[src/rtl/byte_nibble_adder_pkg.sv]
// ============================================================================
// Module  : byte_nibble_adder_pkg
// Brief   : Shared state encoding and widths for the nibble-serial byte adder.
// Revision: 1.0
// ============================================================================
`default_nettype none

package byte_nibble_adder_pkg;

   localparam int NIB_W  = 4;
   localparam int BYTE_W = 8;

   typedef enum logic [1:0] {
      IDLE = 2'd0,
      LOW  = 2'd1,
      HIGH = 2'd2,
      DONE = 2'd3
   } state_e;

endpackage : byte_nibble_adder_pkg

`default_nettype wire

[src/rtl/byte_nibble_adder_nibble_add_ci.sv]
// ============================================================================
// Module  : nibble_add_ci
// Brief   : Combinational 4-bit adder with carry-in; q[4] is the carry-out.
// Revision: 1.0
// ============================================================================
`default_nettype none

module nibble_add_ci
   import byte_nibble_adder_pkg::*;
(
   input  logic [NIB_W-1:0] x,
   input  logic [NIB_W-1:0] y,
   input  logic             cin,
   output logic [NIB_W:0]   q
);

   assign q = {1'b0, x} + {1'b0, y} + {{NIB_W{1'b0}}, cin};

endmodule : nibble_add_ci

`default_nettype wire

[src/rtl/byte_nibble_adder.sv]
// ============================================================================
// Module  : byte_nibble_adder
// Brief   : Byte add/subtract computed one nibble per cycle through a single
//           shared 4-bit adder, with valid/ready handshakes on both sides.
// Revision: 1.0
// ============================================================================
`default_nettype none

module byte_nibble_adder
   import byte_nibble_adder_pkg::*;
#(
   parameter int CNT_W = 8
) (
   input  logic              clk,
   input  logic              rst_n,
   input  logic              in_valid,
   output logic              in_ready,
   input  logic [BYTE_W-1:0] a,
   input  logic [BYTE_W-1:0] b,
   input  logic              op,
   output logic              out_valid,
   input  logic              out_ready,
   output logic [BYTE_W:0]   sum,
   output logic [CNT_W-1:0]  txn_cnt
);

   state_e              state_q, state_d;
   logic [BYTE_W-1:0]   a_q, a_d;
   logic [BYTE_W-1:0]   b_q, b_d;
   logic                op_q, op_d;
   logic                carry_q, carry_d;
   logic [BYTE_W:0]     sum_q, sum_d;
   logic [CNT_W-1:0]    txn_q, txn_d;

   logic [NIB_W-1:0]    nib_x;
   logic [NIB_W-1:0]    nib_y;
   logic                nib_ci;
   logic [NIB_W:0]      nib_q;

   nibble_add_ci u_nib (
      .x   (nib_x),
      .y   (nib_y),
      .cin (nib_ci),
      .q   (nib_q)
   );

   always_ff @(posedge clk or negedge rst_n) begin
      if (!rst_n) begin
         state_q <= IDLE;
         a_q     <= '0;
         b_q     <= '0;
         op_q    <= 1'b0;
         carry_q <= 1'b0;
         sum_q   <= '0;
         txn_q   <= '0;
      end else begin
         state_q <= state_d;
         a_q     <= a_d;
         b_q     <= b_d;
         op_q    <= op_d;
         carry_q <= carry_d;
         sum_q   <= sum_d;
         txn_q   <= txn_d;
      end
   end

   // Subtraction is a + ~b + 1: b is stored inverted and op seeds the low carry.
   always_comb begin
      state_d = state_q;
      a_d     = a_q;
      b_d     = b_q;
      op_d    = op_q;
      carry_d = carry_q;
      sum_d   = sum_q;
      txn_d   = txn_q;
      nib_x   = '0;
      nib_y   = '0;
      nib_ci  = 1'b0;

      case (state_q)
         IDLE: begin
            if (in_valid) begin
               a_d     = a;
               b_d     = op ? ~b : b;
               op_d    = op;
               state_d = LOW;
            end
         end
         LOW: begin
            nib_x                = a_q[NIB_W-1:0];
            nib_y                = b_q[NIB_W-1:0];
            nib_ci               = op_q;
            sum_d[NIB_W-1:0]     = nib_q[NIB_W-1:0];
            carry_d              = nib_q[NIB_W];
            state_d              = HIGH;
         end
         HIGH: begin
            nib_x                = a_q[BYTE_W-1:NIB_W];
            nib_y                = b_q[BYTE_W-1:NIB_W];
            nib_ci               = carry_q;
            sum_d[BYTE_W:NIB_W]  = nib_q;
            state_d              = DONE;
         end
         DONE: begin
            if (out_ready) begin
               txn_d   = txn_q + CNT_W'(1);
               state_d = IDLE;
            end
         end
         default: begin
            state_d = IDLE;
         end
      endcase
   end

   assign in_ready  = (state_q == IDLE);
   assign out_valid = (state_q == DONE);
   assign sum       = sum_q;
   assign txn_cnt   = txn_q;

endmodule : byte_nibble_adder

`default_nettype wire

[config.mk]
export PLATFORM = sky130hd
export DESIGN_NAME = byte_nibble_adder
export DESIGN_NICKNAME = d
export VERILOG_FILES = /design/src/rtl/byte_nibble_adder_pkg.sv /design/src/rtl/byte_nibble_adder_nibble_add_ci.sv /design/src/rtl/byte_nibble_adder.sv
export SDC_FILE = /design/constraint.sdc
export NUM_CORES = 1
export LEC_CHECK = 0
export CAP_MARGIN = 20
export CORE_AREA = 5 5 56 63
export CTS_BUF_LIST = sky130_fd_sc_hd__clkbuf_4
export CTS_CLUSTER_DIAMETER = 60
export DETAILED_ROUTE_END_ITERATION = 6
export DIE_AREA = 0 0 61 68
export DONT_BUFFER_PORTS = 1
export GPL_TIMING_DRIVEN = 0
export PLACE_DENSITY = 0.81
export SLEW_MARGIN = 0
export SYNTH_ARGS = -nofsm -noshare
export SYNTH_HDL_FRONTEND = slang
export SYNTH_SLANG_ARGS = --single-unit
[constraint.sdc]
create_clock -name clk -period 7.57 [get_ports clk]
set_clock_uncertainty 0.15 [all_clocks]
set_input_delay 1.514 -clock clk [delete_from_list [all_inputs] [get_ports clk]]
set_output_delay 1.514 -clock clk [all_outputs]
set_load 0.05 [all_outputs]
Word-level counts from Yosys, hierarchy flattened. Index checks and enable logic that the tools add are counted.

Register bits after elaboration: 37. Output and inout bits: 19. Logic and storage cells: 28.

Multiplexer cells: 7. Bitwise operators: 1. Equality and inequality tests: 5. Add/subtract/negate cells: 3. Reductions and logical operators: 4.

Operator list (count): $pmux W4 S2 (2); $add A8 B1 Y8 const B (1); $mux W8 (1); $not A8 Y8 (1); $pmux W2 S4 (1); $reduce_and A2 Y1 (3); $add A4 B4 Y5 (1); $add A5 B1 Y5 (1); $eq A2 B2 Y1 const B (2); $mux W2 (2); $eq A2 B1 Y1 const B (1); $logic_not A2 Y1 (1); $ne A2 B1 Y1 const B (1); $ne A2 B2 Y1 const B (1); $pmux W1 S2 (1).

Logic depth before layout (Yosys ltp).
Depth after elaboration: 4. Mapped depth: 11. Mapped depth without buffers: 10.

Hierarchy. A second synthesis with hierarchy kept.

Cells, all modules: 154. Area total of the unflattened synthesis: 1838.0 µm².

By module, submodules not included: byte_nibble_adder (sequential area each 925.9 µm², instances 1, cells each 138, area each 1694.1 µm²); nibble_add_ci (sequential area each 0.0 µm², instances 1, cells each 16, area each 143.9 µm²).

Least setup slack after synthesis. No wires, ideal clock.

Kind: reg-to-output. From: register state_q[0]. To: output in_ready. Data arrival time: 0.991 ns. Path slack: 4.915 ns. Stages on the path, launching flop included: 3. Buffers on the path: 0. Data required time: 5.906 ns. Cells stage by stage: dfrtp_1 > inv_1 > ha_1.

Cells in the longest elaborated chain, start to end: 1.

RTL lines: start: declaration (RTL line byte_nibble_adder.sv:27) `state_e state_q, state_d;`; start signal: assignment (RTL line byte_nibble_adder.sv:57) `state_q <= state_d;`; $logic_not A2 Y1 (RTL line byte_nibble_adder.sv:116) `assign in_ready = (state_q == IDLE);`; end: declaration (RTL line byte_nibble_adder.sv:17) `output logic in_ready,`.

No other way between the ends.

Worst setup path after layout. Ends and elaborated chain as after synthesis.

==> flow_summary.ini <==
[outcome]
status = finished, final reports clean

[final_layout]
stdcell_count = 211
antenna_cells = 0
fin_nets = 209
syn2layout_area_growth_pct = 4.793
drive_gt1_frac = 0.1582
mostFrequentLayoutCells = dfrtp_1 (37), nand2_1 (14), inv_1 (13)
layout_commonest_cell = dfrtp_1

[synth]
synth_nets = 202
ys_warn_count = 0
async_flop_share = 1.000
synth.distinct_cells = 30
synth-seq-cells = 37
synth_edf_count = 0
netlist_area_um2 = 1906
yosysSeqAreaShare = 0.4859
syn_avg_cell_area_um2 = 11.21
syn_inst = 170
synth_flop_cell = dfrtp_1

[setup_path]
endpoint_kind = output port
timing.rr.start = state_q[0]
crit_slowest_cell = ha_1
arrival_ns = 1.43
path_class = reg2out
cp-start-kind = register
crit_chain = inv_1 > ha_1
path_buf_inv = 1
path_max_fanout = 4
slowest_delay_ns = 0.54
crit_start = state_q[0]
required_ns = 5.91
critical_path.top_delay_family = adder cells

[floorplanning]
std_cell_rows = 21
dieHeight_um = 68
fp.dieW_um = 61
dieArea_um2 = 4148
io_pins = 40
initial_utilization = 0.6593
coreArea_um2 = 2890

[drt]
vias = 1266
totalWireLength_mm = 3.432
remaining_drc_errors = 0
dr_wl_met3_um = 227
highest_layer = met4
wl_met2_mm = 1.700
drt_first_iter_violations = 67
first_pass_iters = 6
wl_per_cell_um = 16.27
avgViaCountPerCell = 6.000
met1_length_mm = 1.437
drtAntennaViolNets = 0

[clock_tree]
clock_path_buffers = 2
clockRootBuffer = clkbuf_4
clock_sinks = 37
cts_resized = 0
worst_setup_hold_path_clk_slew_ns = 0.10
cts_tree = yes
hold_buffers = 0
cts-htree-levels = 2
numCtsBuffers = 5
clk-insertion-delay-late_ns = 0.33
postCtsSetupBuffers = 0

[power_and_ir_drop]
ir_drop_mv = 0.2769
powerDensity_nw_per_um2 = 453.2
leakage_uw = 0.0009341
finalPower_uw = 905.1

[timing]
timing.setup.tns_ns = 0
timing.final.hold_violations = 0
slew_headroom = 0.5955
max_freq_mhz = 323.5
layout_min_cycle_time_ns = 3.091
setup_viol = 0
tightest_slew_ns = 0.6067
min_period_over_period = 0.4083
slew_violations = 0
rsz0062_at_grt = no

[global_route]
grt_pass1_vias = 1358
grt_pass1_wl_mm = 5.768
antenna_found_initial = 0
grt_max_degree = 38
grt_usage = 0.1900
overflow = 0

[placement]
hpwl_mm = 2.628
routabilityCongestion = 0.9203
placed_cells = 204
portBuffers = 0

[flow_run]
cap_violations = 0

[hold_path]
min_from = b_q[2]
hold_class = reg2reg
-- worst reg2reg max path, delay by kind of cell, from the launching register on --
kind / cells / cell delay (ns)
and+or+nand+nor: 1 / 0.25
DFF: 1 / 0.40
muxes: 1 / 0.26
buffers and inverters: 3 / 0.42
xor gates and xnor gates: 1 / 0.15
adders and majority gates: 3 / 0.92
-- kinds of logic (layout without fill, tap and decap cells) --
logic type / count (synthesis) / in the layout / synth area share
XOR/XNOR: 16 / 16 / 0.07354
AND/OR/NAND/NOR: 40 / 40 / 0.1156
flip-flops: 37 / 37 / 0.4859
AO/OA/AOI/OAI: 27 / 27 / 0.09258
adder cells (fa/ha/maj): 11 / 11 / 0.08011
buffers and inverters: 21 / 28 / 0.04793
multiplexers: 18 / 18 / 0.1044
-- registers in the layout (all words and copies together), names as in the netlist --
name,count
sum,9
a_q,8
b_q,8
txn_cnt,8
state_q,2
carry_q,1
op_q,1
-- stage by stage --
stage,util,hold WS (ns),instance area (µm²),worst slack [ns]
2_1_floorplan,-,0.3005,1906,4.915
3_3_place_gp,0.6740,0.3146,1948,4.874
3_5_place_dp,0.6740,0.3273,1948,4.844
4_1_cts,0.6909,0.3505,1997,4.457
5_1_grt,0.6909,0.3806,1997,4.408
6_report,0.6909,0.3554,1997,4.479
-- Yosys cell counts (4+ instances only) --
master / number / share of area
a22oi_1: 7 / 0.028
a31oi_1: 4 / 0.013
buf_2: 4 / 0.011
dfrtp_1: 37 / 0.49
ha_1: 9 / 0.059
inv_1: 13 / 0.026
mux2_1: 4 / 0.024
mux2_2: 11 / 0.065
nand2_1: 14 / 0.028
nor2_1: 5 / 0.0099
nor2b_1: 10 / 0.033
o21ai_0: 9 / 0.024
xnor2_1: 11 / 0.051
xor2_1: 5 / 0.023
-- per-layer routing --
layer | vias up | global-route usage
met5 | - | 0
met4 | 0 | 0.1192
met3 | 6 | 0.05283
met2 | 42 | 0.3075
met1 | 632 | 0.2195
li1 | 586 | -
-- worst paths after layout --
| kind | end | slack [ns] | cells after the start |
|---|---|---|---|
| min reg2reg | b_q[2] | 0.36 | 2 |
| max reg2reg | sum[2] | 4.92 | 9 |
| min in group asynchronous | txn_cnt[7] | 0.71 | 0 |
| max in group asynchronous | sum[3] | 6.48 | 0 |
| max | in_ready | 4.48 | 2 |
| min | b_q[2] | 0.36 | 2 |
-- where the power goes --
part           leakage, µW  total (µW)  switching (µW)  internal (µW)
Combinational     0.000441         371             207            164
Clock            0.0000292        96.9            59.6           37.3
Sequential        0.000464         437             158            279
Total             0.000934         905             425            480
-- area by class of cell --
cell class | count | area, µm²
flip-flops and latches | 37 | 925.9
fillers | 227 | 893.4
multi-input cells | 112 | 888.4
inverters | 13 | 48.80
clock buffers | 6 | 45.04
plain buffers | 8 | 42.54
well taps | 34 | 42.54
clock inverters | 1 | 3.754
(Power assumes the default switching activity.)
